### config.mk
export PLATFORM = sky130hd
export DESIGN_NAME = mem_bus_arbiter_flat
export DESIGN_NICKNAME = d
export VERILOG_FILES = /design/src/rtl/mem_bus_arbiter_if.sv /design/src/rtl/mem_bus_arbiter.sv /design/src/flat_wrapper.sv
export SDC_FILE = /design/constraint.sdc
export NUM_CORES = 1
export LEC_CHECK = 0
export BUFFER_PORTS_ARGS = -buffer_cell sky130_fd_sc_hd__buf_2
export CAP_MARGIN = 10
export CORE_AREA = 2 2 203 205
export DETAILED_ROUTE_END_ITERATION = 16
export DIE_AREA = 0 0 205 207
export PLACE_DENSITY_LB_ADDON = 0.2
export SLEW_MARGIN = 20
export SYNTH_ARGS = -nofsm -noshare
export SYNTH_HDL_FRONTEND = slang
export SYNTH_SLANG_ARGS = --single-unit
### constraint.sdc
create_clock -name clk -period 3.4 [get_ports clk]
set_input_delay 0.34 -clock clk [delete_from_list [all_inputs] [get_ports clk]]
set_output_delay 0.34 -clock clk [all_outputs]
set_load 0.05 [all_outputs]
### src/rtl/mem_bus_arbiter_if.sv
`default_nettype none
// ============================================================================
// Module      : mem_bus_arbiter_if
// Description : Bundles the three buses around the memory arbiter.
//               ibus (fetch), dbus (data) and cbus (shared memory bus),
//               plus the sticky watchdog flag.
//               slave  - arbiter side: takes ibus/dbus requests and cbus
//                        responses; drives the responses and cbus requests.
//               master - environment side (core + memory), the mirror image.
// Revision    : 1.0 - initial release
// ============================================================================
interface mem_bus_arbiter_if;
    // ibus
    logic        ireq_valid;
    logic [63:0] ireq_addr;
    logic        iresp_addr_ok;
    logic        iresp_data_ok;
    logic [31:0] iresp_data;
    // dbus
    logic        dreq_valid;
    logic [63:0] dreq_addr;
    logic [2:0]  dreq_size;
    logic [7:0]  dreq_strobe;
    logic [63:0] dreq_data;
    logic        dresp_addr_ok;
    logic        dresp_data_ok;
    logic [63:0] dresp_data;
    // cbus
    logic        creq_valid;
    logic        creq_is_write;
    logic [2:0]  creq_size;
    logic [63:0] creq_addr;
    logic [7:0]  creq_strobe;
    logic [63:0] creq_data;
    logic        cresp_ready;
    logic        cresp_last;
    logic [63:0] cresp_data;
    // watchdog
    logic        timeout_err;

    modport slave (
        input  ireq_valid, ireq_addr,
        output iresp_addr_ok, iresp_data_ok, iresp_data,
        input  dreq_valid, dreq_addr, dreq_size, dreq_strobe, dreq_data,
        output dresp_addr_ok, dresp_data_ok, dresp_data,
        output creq_valid, creq_is_write, creq_size, creq_addr, creq_strobe, creq_data,
        input  cresp_ready, cresp_last, cresp_data,
        output timeout_err
    );

    modport master (
        output ireq_valid, ireq_addr,
        input  iresp_addr_ok, iresp_data_ok, iresp_data,
        output dreq_valid, dreq_addr, dreq_size, dreq_strobe, dreq_data,
        input  dresp_addr_ok, dresp_data_ok, dresp_data,
        input  creq_valid, creq_is_write, creq_size, creq_addr, creq_strobe, creq_data,
        output cresp_ready, cresp_last, cresp_data,
        input  timeout_err
    );
endinterface
`default_nettype wire

### src/rtl/mem_bus_arbiter.sv
`default_nettype none
// ============================================================================
// Module      : mem_bus_arbiter
// Description : Shares one memory bus (cbus) between the instruction port
//               (ibus) and data port (dbus). One transaction outstanding at a
//               time: the winning request is latched, driven on cbus from
//               registers, and the single-beat response is routed back to
//               the owner combinationally. A watchdog raises a sticky
//               timeout_err if a transaction stays open too long.
// Ports       : clk   - clock
//               reset - synchronous active-high reset
//               bus   - mem_bus_arbiter_if.slave (ibus, dbus, cbus, timeout_err)
// Parameters  : TIMEOUT - BUSY cycles without cresp_last before timeout_err
//                         (0 disables the watchdog)
//               CNT_W   - watchdog counter width (TIMEOUT < 2**CNT_W)
// Options     : RR_ARB_EN - defined: round-robin on ties;
//                           undefined: fixed priority, dbus wins ties.
// Revision    : 1.0 - initial release
// ============================================================================
module mem_bus_arbiter #(
    parameter int unsigned TIMEOUT = 1024,
    parameter int unsigned CNT_W   = 16
) (
    input  wire logic           clk,
    input  wire logic           reset,
    mem_bus_arbiter_if.slave    bus
);
    localparam logic [0:0] C_ST_IDLE = 1'b0;
    localparam logic [0:0] C_ST_BUSY = 1'b1;
    localparam logic       C_OWN_I   = 1'b0;
    localparam logic       C_OWN_D   = 1'b1;

    logic [0:0]       state_q, state_d;
    logic             owner_q, owner_d;
    logic             creq_valid_q, creq_valid_d;
    logic             creq_is_write_q, creq_is_write_d;
    logic [2:0]       creq_size_q, creq_size_d;
    logic [63:0]      creq_addr_q, creq_addr_d;
    logic [7:0]       creq_strobe_q, creq_strobe_d;
    logic [63:0]      creq_data_q, creq_data_d;
    logic [CNT_W-1:0] cnt_q, cnt_d;
    logic             timeout_q, timeout_d;
`ifdef RR_ARB_EN
    // Port granted most recently; reset to I so that D wins the first tie.
    logic             last_q, last_d;
`endif

    logic w_grant;
    logic w_done;

    // Arbitration: only consulted in IDLE
    always_comb begin
`ifdef RR_ARB_EN
        if (bus.ireq_valid && bus.dreq_valid) begin
            w_grant = ~last_q;
        end else begin
            w_grant = bus.dreq_valid ? C_OWN_D : C_OWN_I;
        end
`else
        w_grant = bus.dreq_valid ? C_OWN_D : C_OWN_I;
`endif
    end

    assign w_done = (state_q == C_ST_BUSY) && bus.cresp_ready && bus.cresp_last;

    always_comb begin
        state_d         = state_q;
        owner_d         = owner_q;
        creq_valid_d    = creq_valid_q;
        creq_is_write_d = creq_is_write_q;
        creq_size_d     = creq_size_q;
        creq_addr_d     = creq_addr_q;
        creq_strobe_d   = creq_strobe_q;
        creq_data_d     = creq_data_q;
        cnt_d           = cnt_q;
        timeout_d       = timeout_q;
`ifdef RR_ARB_EN
        last_d          = last_q;
`endif
        case (state_q)
            C_ST_IDLE: begin
                if (bus.ireq_valid || bus.dreq_valid) begin
                    state_d      = C_ST_BUSY;
                    owner_d      = w_grant;
                    creq_valid_d = 1'b1;
                    cnt_d        = '0;
`ifdef RR_ARB_EN
                    last_d       = w_grant;
`endif
                    if (w_grant == C_OWN_D) begin
                        creq_is_write_d = |bus.dreq_strobe;
                        creq_size_d     = bus.dreq_size;
                        creq_addr_d     = bus.dreq_addr;
                        creq_strobe_d   = bus.dreq_strobe;
                        creq_data_d     = bus.dreq_data;
                    end else begin
                        // Fetches are always 4-byte reads
                        creq_is_write_d = 1'b0;
                        creq_size_d     = 3'd2;
                        creq_addr_d     = bus.ireq_addr;
                        creq_strobe_d   = 8'h00;
                        creq_data_d     = 64'h0;
                    end
                end
            end
            default: begin
                if (w_done) begin
                    state_d      = C_ST_IDLE;
                    creq_valid_d = 1'b0;
                end
                if (cnt_q != {CNT_W{1'b1}}) begin
                    cnt_d = cnt_q + CNT_W'(1);
                end
                if ((TIMEOUT != 0) && (cnt_q == CNT_W'(TIMEOUT)) && !w_done) begin
                    timeout_d = 1'b1;
                end
            end
        endcase
    end

    always_ff @(posedge clk) begin
        if (reset) begin
            state_q         <= C_ST_IDLE;
            owner_q         <= C_OWN_I;
            creq_valid_q    <= 1'b0;
            creq_is_write_q <= 1'b0;
            creq_size_q     <= 3'd0;
            creq_addr_q     <= 64'h0;
            creq_strobe_q   <= 8'h00;
            creq_data_q     <= 64'h0;
            cnt_q           <= '0;
            timeout_q       <= 1'b0;
`ifdef RR_ARB_EN
            last_q          <= C_OWN_I;
`endif
        end else begin
            state_q         <= state_d;
            owner_q         <= owner_d;
            creq_valid_q    <= creq_valid_d;
            creq_is_write_q <= creq_is_write_d;
            creq_size_q     <= creq_size_d;
            creq_addr_q     <= creq_addr_d;
            creq_strobe_q   <= creq_strobe_d;
            creq_data_q     <= creq_data_d;
            cnt_q           <= cnt_d;
            timeout_q       <= timeout_d;
`ifdef RR_ARB_EN
            last_q          <= last_d;
`endif
        end
    end

    // Responses are combinational from cresp; data is zeroed when not valid
    // so that idle/reset outputs stay at 0.
    assign bus.iresp_data_ok = w_done && (owner_q == C_OWN_I);
    assign bus.iresp_addr_ok = bus.iresp_data_ok;
    assign bus.iresp_data    = !bus.iresp_data_ok ? 32'h0 :
                               (creq_addr_q[2] ? bus.cresp_data[63:32] : bus.cresp_data[31:0]);
    assign bus.dresp_data_ok = w_done && (owner_q == C_OWN_D);
    assign bus.dresp_addr_ok = bus.dresp_data_ok;
    assign bus.dresp_data    = bus.dresp_data_ok ? bus.cresp_data : 64'h0;

    assign bus.creq_valid    = creq_valid_q;
    assign bus.creq_is_write = creq_is_write_q;
    assign bus.creq_size     = creq_size_q;
    assign bus.creq_addr     = creq_addr_q;
    assign bus.creq_strobe   = creq_strobe_q;
    assign bus.creq_data     = creq_data_q;
    assign bus.timeout_err   = timeout_q;
endmodule
`default_nettype wire

### src/flat_wrapper.sv
// flat-port wrapper written by rule: the top's interface ports become plain ports
module mem_bus_arbiter_flat 
#(
    parameter int unsigned TIMEOUT = 1024,
    parameter int unsigned CNT_W   = 16
)
  (clk, reset, bus_ireq_valid, bus_ireq_addr, bus_iresp_addr_ok, bus_iresp_data_ok, bus_iresp_data, bus_dreq_valid, bus_dreq_addr, bus_dreq_size, bus_dreq_strobe, bus_dreq_data, bus_dresp_addr_ok, bus_dresp_data_ok, bus_dresp_data, bus_creq_valid, bus_creq_is_write, bus_creq_size, bus_creq_addr, bus_creq_strobe, bus_creq_data, bus_cresp_ready, bus_cresp_last, bus_cresp_data, bus_timeout_err);
  mem_bus_arbiter_if bus_i ();
  input  wire logic clk;
  input  wire logic reset;
  input wire logic [$bits(bus_i.ireq_valid)-1:0] bus_ireq_valid;
  input wire logic [$bits(bus_i.ireq_addr)-1:0] bus_ireq_addr;
  output wire logic [$bits(bus_i.iresp_addr_ok)-1:0] bus_iresp_addr_ok;
  output wire logic [$bits(bus_i.iresp_data_ok)-1:0] bus_iresp_data_ok;
  output wire logic [$bits(bus_i.iresp_data)-1:0] bus_iresp_data;
  input wire logic [$bits(bus_i.dreq_valid)-1:0] bus_dreq_valid;
  input wire logic [$bits(bus_i.dreq_addr)-1:0] bus_dreq_addr;
  input wire logic [$bits(bus_i.dreq_size)-1:0] bus_dreq_size;
  input wire logic [$bits(bus_i.dreq_strobe)-1:0] bus_dreq_strobe;
  input wire logic [$bits(bus_i.dreq_data)-1:0] bus_dreq_data;
  output wire logic [$bits(bus_i.dresp_addr_ok)-1:0] bus_dresp_addr_ok;
  output wire logic [$bits(bus_i.dresp_data_ok)-1:0] bus_dresp_data_ok;
  output wire logic [$bits(bus_i.dresp_data)-1:0] bus_dresp_data;
  output wire logic [$bits(bus_i.creq_valid)-1:0] bus_creq_valid;
  output wire logic [$bits(bus_i.creq_is_write)-1:0] bus_creq_is_write;
  output wire logic [$bits(bus_i.creq_size)-1:0] bus_creq_size;
  output wire logic [$bits(bus_i.creq_addr)-1:0] bus_creq_addr;
  output wire logic [$bits(bus_i.creq_strobe)-1:0] bus_creq_strobe;
  output wire logic [$bits(bus_i.creq_data)-1:0] bus_creq_data;
  input wire logic [$bits(bus_i.cresp_ready)-1:0] bus_cresp_ready;
  input wire logic [$bits(bus_i.cresp_last)-1:0] bus_cresp_last;
  input wire logic [$bits(bus_i.cresp_data)-1:0] bus_cresp_data;
  output wire logic [$bits(bus_i.timeout_err)-1:0] bus_timeout_err;
  assign bus_i.ireq_valid = bus_ireq_valid;
  assign bus_i.ireq_addr = bus_ireq_addr;
  assign bus_iresp_addr_ok = bus_i.iresp_addr_ok;
  assign bus_iresp_data_ok = bus_i.iresp_data_ok;
  assign bus_iresp_data = bus_i.iresp_data;
  assign bus_i.dreq_valid = bus_dreq_valid;
  assign bus_i.dreq_addr = bus_dreq_addr;
  assign bus_i.dreq_size = bus_dreq_size;
  assign bus_i.dreq_strobe = bus_dreq_strobe;
  assign bus_i.dreq_data = bus_dreq_data;
  assign bus_dresp_addr_ok = bus_i.dresp_addr_ok;
  assign bus_dresp_data_ok = bus_i.dresp_data_ok;
  assign bus_dresp_data = bus_i.dresp_data;
  assign bus_creq_valid = bus_i.creq_valid;
  assign bus_creq_is_write = bus_i.creq_is_write;
  assign bus_creq_size = bus_i.creq_size;
  assign bus_creq_addr = bus_i.creq_addr;
  assign bus_creq_strobe = bus_i.creq_strobe;
  assign bus_creq_data = bus_i.creq_data;
  assign bus_i.cresp_ready = bus_cresp_ready;
  assign bus_i.cresp_last = bus_cresp_last;
  assign bus_i.cresp_data = bus_cresp_data;
  assign bus_timeout_err = bus_i.timeout_err;
  mem_bus_arbiter #(.TIMEOUT(TIMEOUT), .CNT_W(CNT_W)) u_core (.clk(clk), .reset(reset), .bus(bus_i));
endmodule
==> run metrics <==
outcome=finished, final reports clean; Die W=about 210 µm; Clock Tree Root=clkbuf_16; CTS Buffer Depth=2; hold depth=3; R2R Path End=u_core.bus.creq_addr[20]; reg2reg setup slack=1.34 ns; Hold WS=between 0.15 and 0.2 ns; Synth Flop Type=dfxtp_1; required time worst endpoint=a little over 3 ns; vias in the first global route=between 7000 and 8000; largest area contributor in the netlist=dfxtp_1; hold-fix buffer count after cts=0; Synth top area share=0.4243; GRT Residual Overflow=0; Pleak=between 0.005 and 0.006 µW; # clock sinks=160; mapped cell area=approximately 0.0075 mm²; CP Launch Type=flop; Initial DRC Count=between 400 and 500; register area share after synthesis=0.4243; Post-CTS Resized=0; WP buf/inv=2; slowest stage cell, crit path=buf_4; Area Overhead vs Synth=48.89%; Hold EP=u_core.bus.creq_data[56]; DRC viols=0; Setup Fix Bufs, Post-CTS=0; Power Dens Cells=~470 mW/mm²; total number of vias=approximately 8100; number of synthesized flops with an enable pin=0; switching share of power=0.3412; synth warn=0; worst hold path type=in -> reg; Core Footprint=about 0.040 mm²; ys async rst share=0; RSZ-0062 raised after global routing=false; syn avg cell area=8.315 µm²; drt pass-1 iters=5; clk_skew=0.008489 ns; commonest non-fill, non-tap cells in the layout=buf_2 (512), dfxtp_1 (159), nor2_1 (108); htree depth=4; Yosys cell types=51; CP top delay family=buffers and inverters; fin crit period=~2.5 ns; Initial Utilization=0.1870; commonest non-fill, non-tap cell in the layout=buf_2; Final TNS setup=0 ns; Skew-Pair Late Insertion Delay=between 0.4 and 0.5 ns; max-slew violations=0; PortBufs=roughly 510; Die ar.=0.04244 mm²; Clock transition at path regs=0.07 ns; final WL=~30000 µm; final setup vio count=0; total CTS buffers=17; Peak Freq=between 300 and 400 MHz; Worst Path Max Fanout=66; antenna-violating nets left=0; fin crit share=0.7394; largest net degree at the start of global routing=around 100; top post-synthesis cells by area=dfxtp_1 (42%), mux2i_1 (13%), a211oi_1 (6.4%); sw power=about 1800 µW; CTS tree=yes; Clk network pwr share=0.371; maximum vdd ir drop=between 0.0002 and 0.0003 V; WL/cell=about 16 µm; Tot GR Track Use=0.1377; crit path DAT=around 2.2 ns; Pint=roughly 3500 µW; worst slew pin tran=between 1 and 1.5 ns; Comb pwr share=0.242; Synthesized Nets=1183; Die Ht=207 µm; FF-to-FF path depth=5; initial antenna violation count=1; worst-path cell chain=nand3_1, nor2_2, buf_4, and2_1, buf_2; share of layout cells above drive strength 1=0.4138; crit end category=output pin; final hold vios=0; reg2reg start=u_core.state_q; I/O pins=515; Rel. slew slack=0.3286; crit path kind=reg -> out; first-pass GRT wire length=45160 µm; HPWL after DPL=about 23000 µm; Worst path max stage delay=roughly 0.45 ns; Seq pwr share=0.387; hold path start=bus_dreq_data[56]; Post-Syn Instances=~910; cell row count=74; Final nets=1649; routability cong.=between 0.9 and 1; register bit total from synthesis=160; MaxCap Viol Count=0; DR vias/cell=approximately 4.2
==> cell usage after synthesis, types with 2 or more instances <==
master,number
or4_1,2
buf_4,2
a41oi_1,3
a211oi_1,64
and3_1,2
nor3_1,4
nand2_1,88
ha_1,2
nand3_1,84
mux2i_1,96
nor4_1,7
a22o_1,3
and2_1,65
and4_1,5
clkbuf_1,51
xor2_1,2
a221o_1,2
nand2b_1,2
nor2_1,109
nor3b_1,3
a21oi_1,80
dfxtp_1,160
or3_1,2
a31oi_1,6
o21ai_0,3
buf_2,17
inv_1,7
buf_1,14
==> worst min-delay path, delay by kind of cell <==
family | cells | cell delay, ns
AND/OR/NAND/NOR | 1 | 0.07
buffers and inverters | 1 | 0.09
AO/OA/AOI/OAI | 1 | 0.06
==> flip-flops by register name, indices dropped and copies added, names as in the netlist <==
signal and flops:
u_core.bus.creq_addr 64, u_core.bus.creq_data 64, u_core.cnt_q 16, u_core.bus.creq_strobe 8, u_core.bus.creq_size 3, u_core.bus.creq_is_write 1
u_core.bus.creq_valid 1, u_core.bus.timeout_err 1, u_core.owner_q 1, u_core.state_q 1
==> per-layer routing <==
layer,global-route usage,share of wire,vias to the layer above
li1,-,-,4115
met1,0.1787,0.44,3691
met2,0.2236,0.47,298
met3,0.03902,0.071,23
met4,0.03498,0.012,0
met5,0,0,-
==> per-stage QoR <==
| step | total power (µW) | utilization | instance area, µm² | worst slack, ns | cells |
|---|---|---|---|---|---|
| 3_3_place_gp | 3412 | 0.2638 | 10650 | 1.140 | 1887 |
| 5_1_grt | 5603 | 0.2785 | 11240 | 0.6992 | 1920 |
| 2_1_floorplan | 2958 | - | 7550 | 0.9039 | 908 |
| 6_report | 5338 | 0.2785 | 11240 | 0.8860 | 1920 |
| 3_5_place_dp | 3416 | 0.2638 | 10650 | 1.084 | 1887 |
| 4_1_cts | 5441 | 0.2784 | 11240 | 0.8240 | 1919 |
==> power groups by stage <==
stage          Clock [µW]  Sequential (µW)  Combinational, µW
2_1_floorplan           0             2500                460
3_3_place_gp            0             2110               1300
6_report             1980             2070               1290
3_5_place_dp            0             2110               1310
4_1_cts              2060             2070               1310
5_1_grt              2130             2080               1390
==> area by class of cell <==
| cell class | count | area [µm²] |
|---|---|---|
| diodes | 1 | 2.502 |
| clock buffers | 22 | 464.2 |
| clock inverters | 10 | 126.4 |
| fillers | 4490 | 29130 |
| inverters | 7 | 26.28 |
| multi-input cells | 656 | 3985 |
| flip-flops and latches | 160 | 3204 |
| well taps | 532 | 665.6 |
| repair buffers | 532 | 2766 |
==> worst max-delay path by stage <==
| stage | from | endpoint | cells past startpoint |
|---|---|---|---|
| after CTS | u_core.state_q | bus_dresp_data[23] | 5 |
| after floorplan | u_core.bus.creq_addr[2] | bus_iresp_data[11] | 4 |
| after global placement | bus_dreq_valid | u_core.bus.creq_addr[14] | 5 |
| after global routing | u_core.state_q | bus_dresp_data[11] | 5 |
| after detailed placement | bus_dreq_valid | u_core.bus.creq_addr[36] | 5 |
| final | u_core.state_q | bus_dresp_data[54] | 5 |
==> logic make-up after synthesis <==
family,count (synthesis),synth area share
buffers and inverters,92,0.05055
adders and majority gates,2,0.003314
and+or+nand+nor,381,0.2421
DFF,160,0.4243
xor gates and xnor gates,3,0.003481
AOI/OAI and AO/OA,172,0.1460
muxes,98,0.1303
Power figures use the tool's default switching activity.
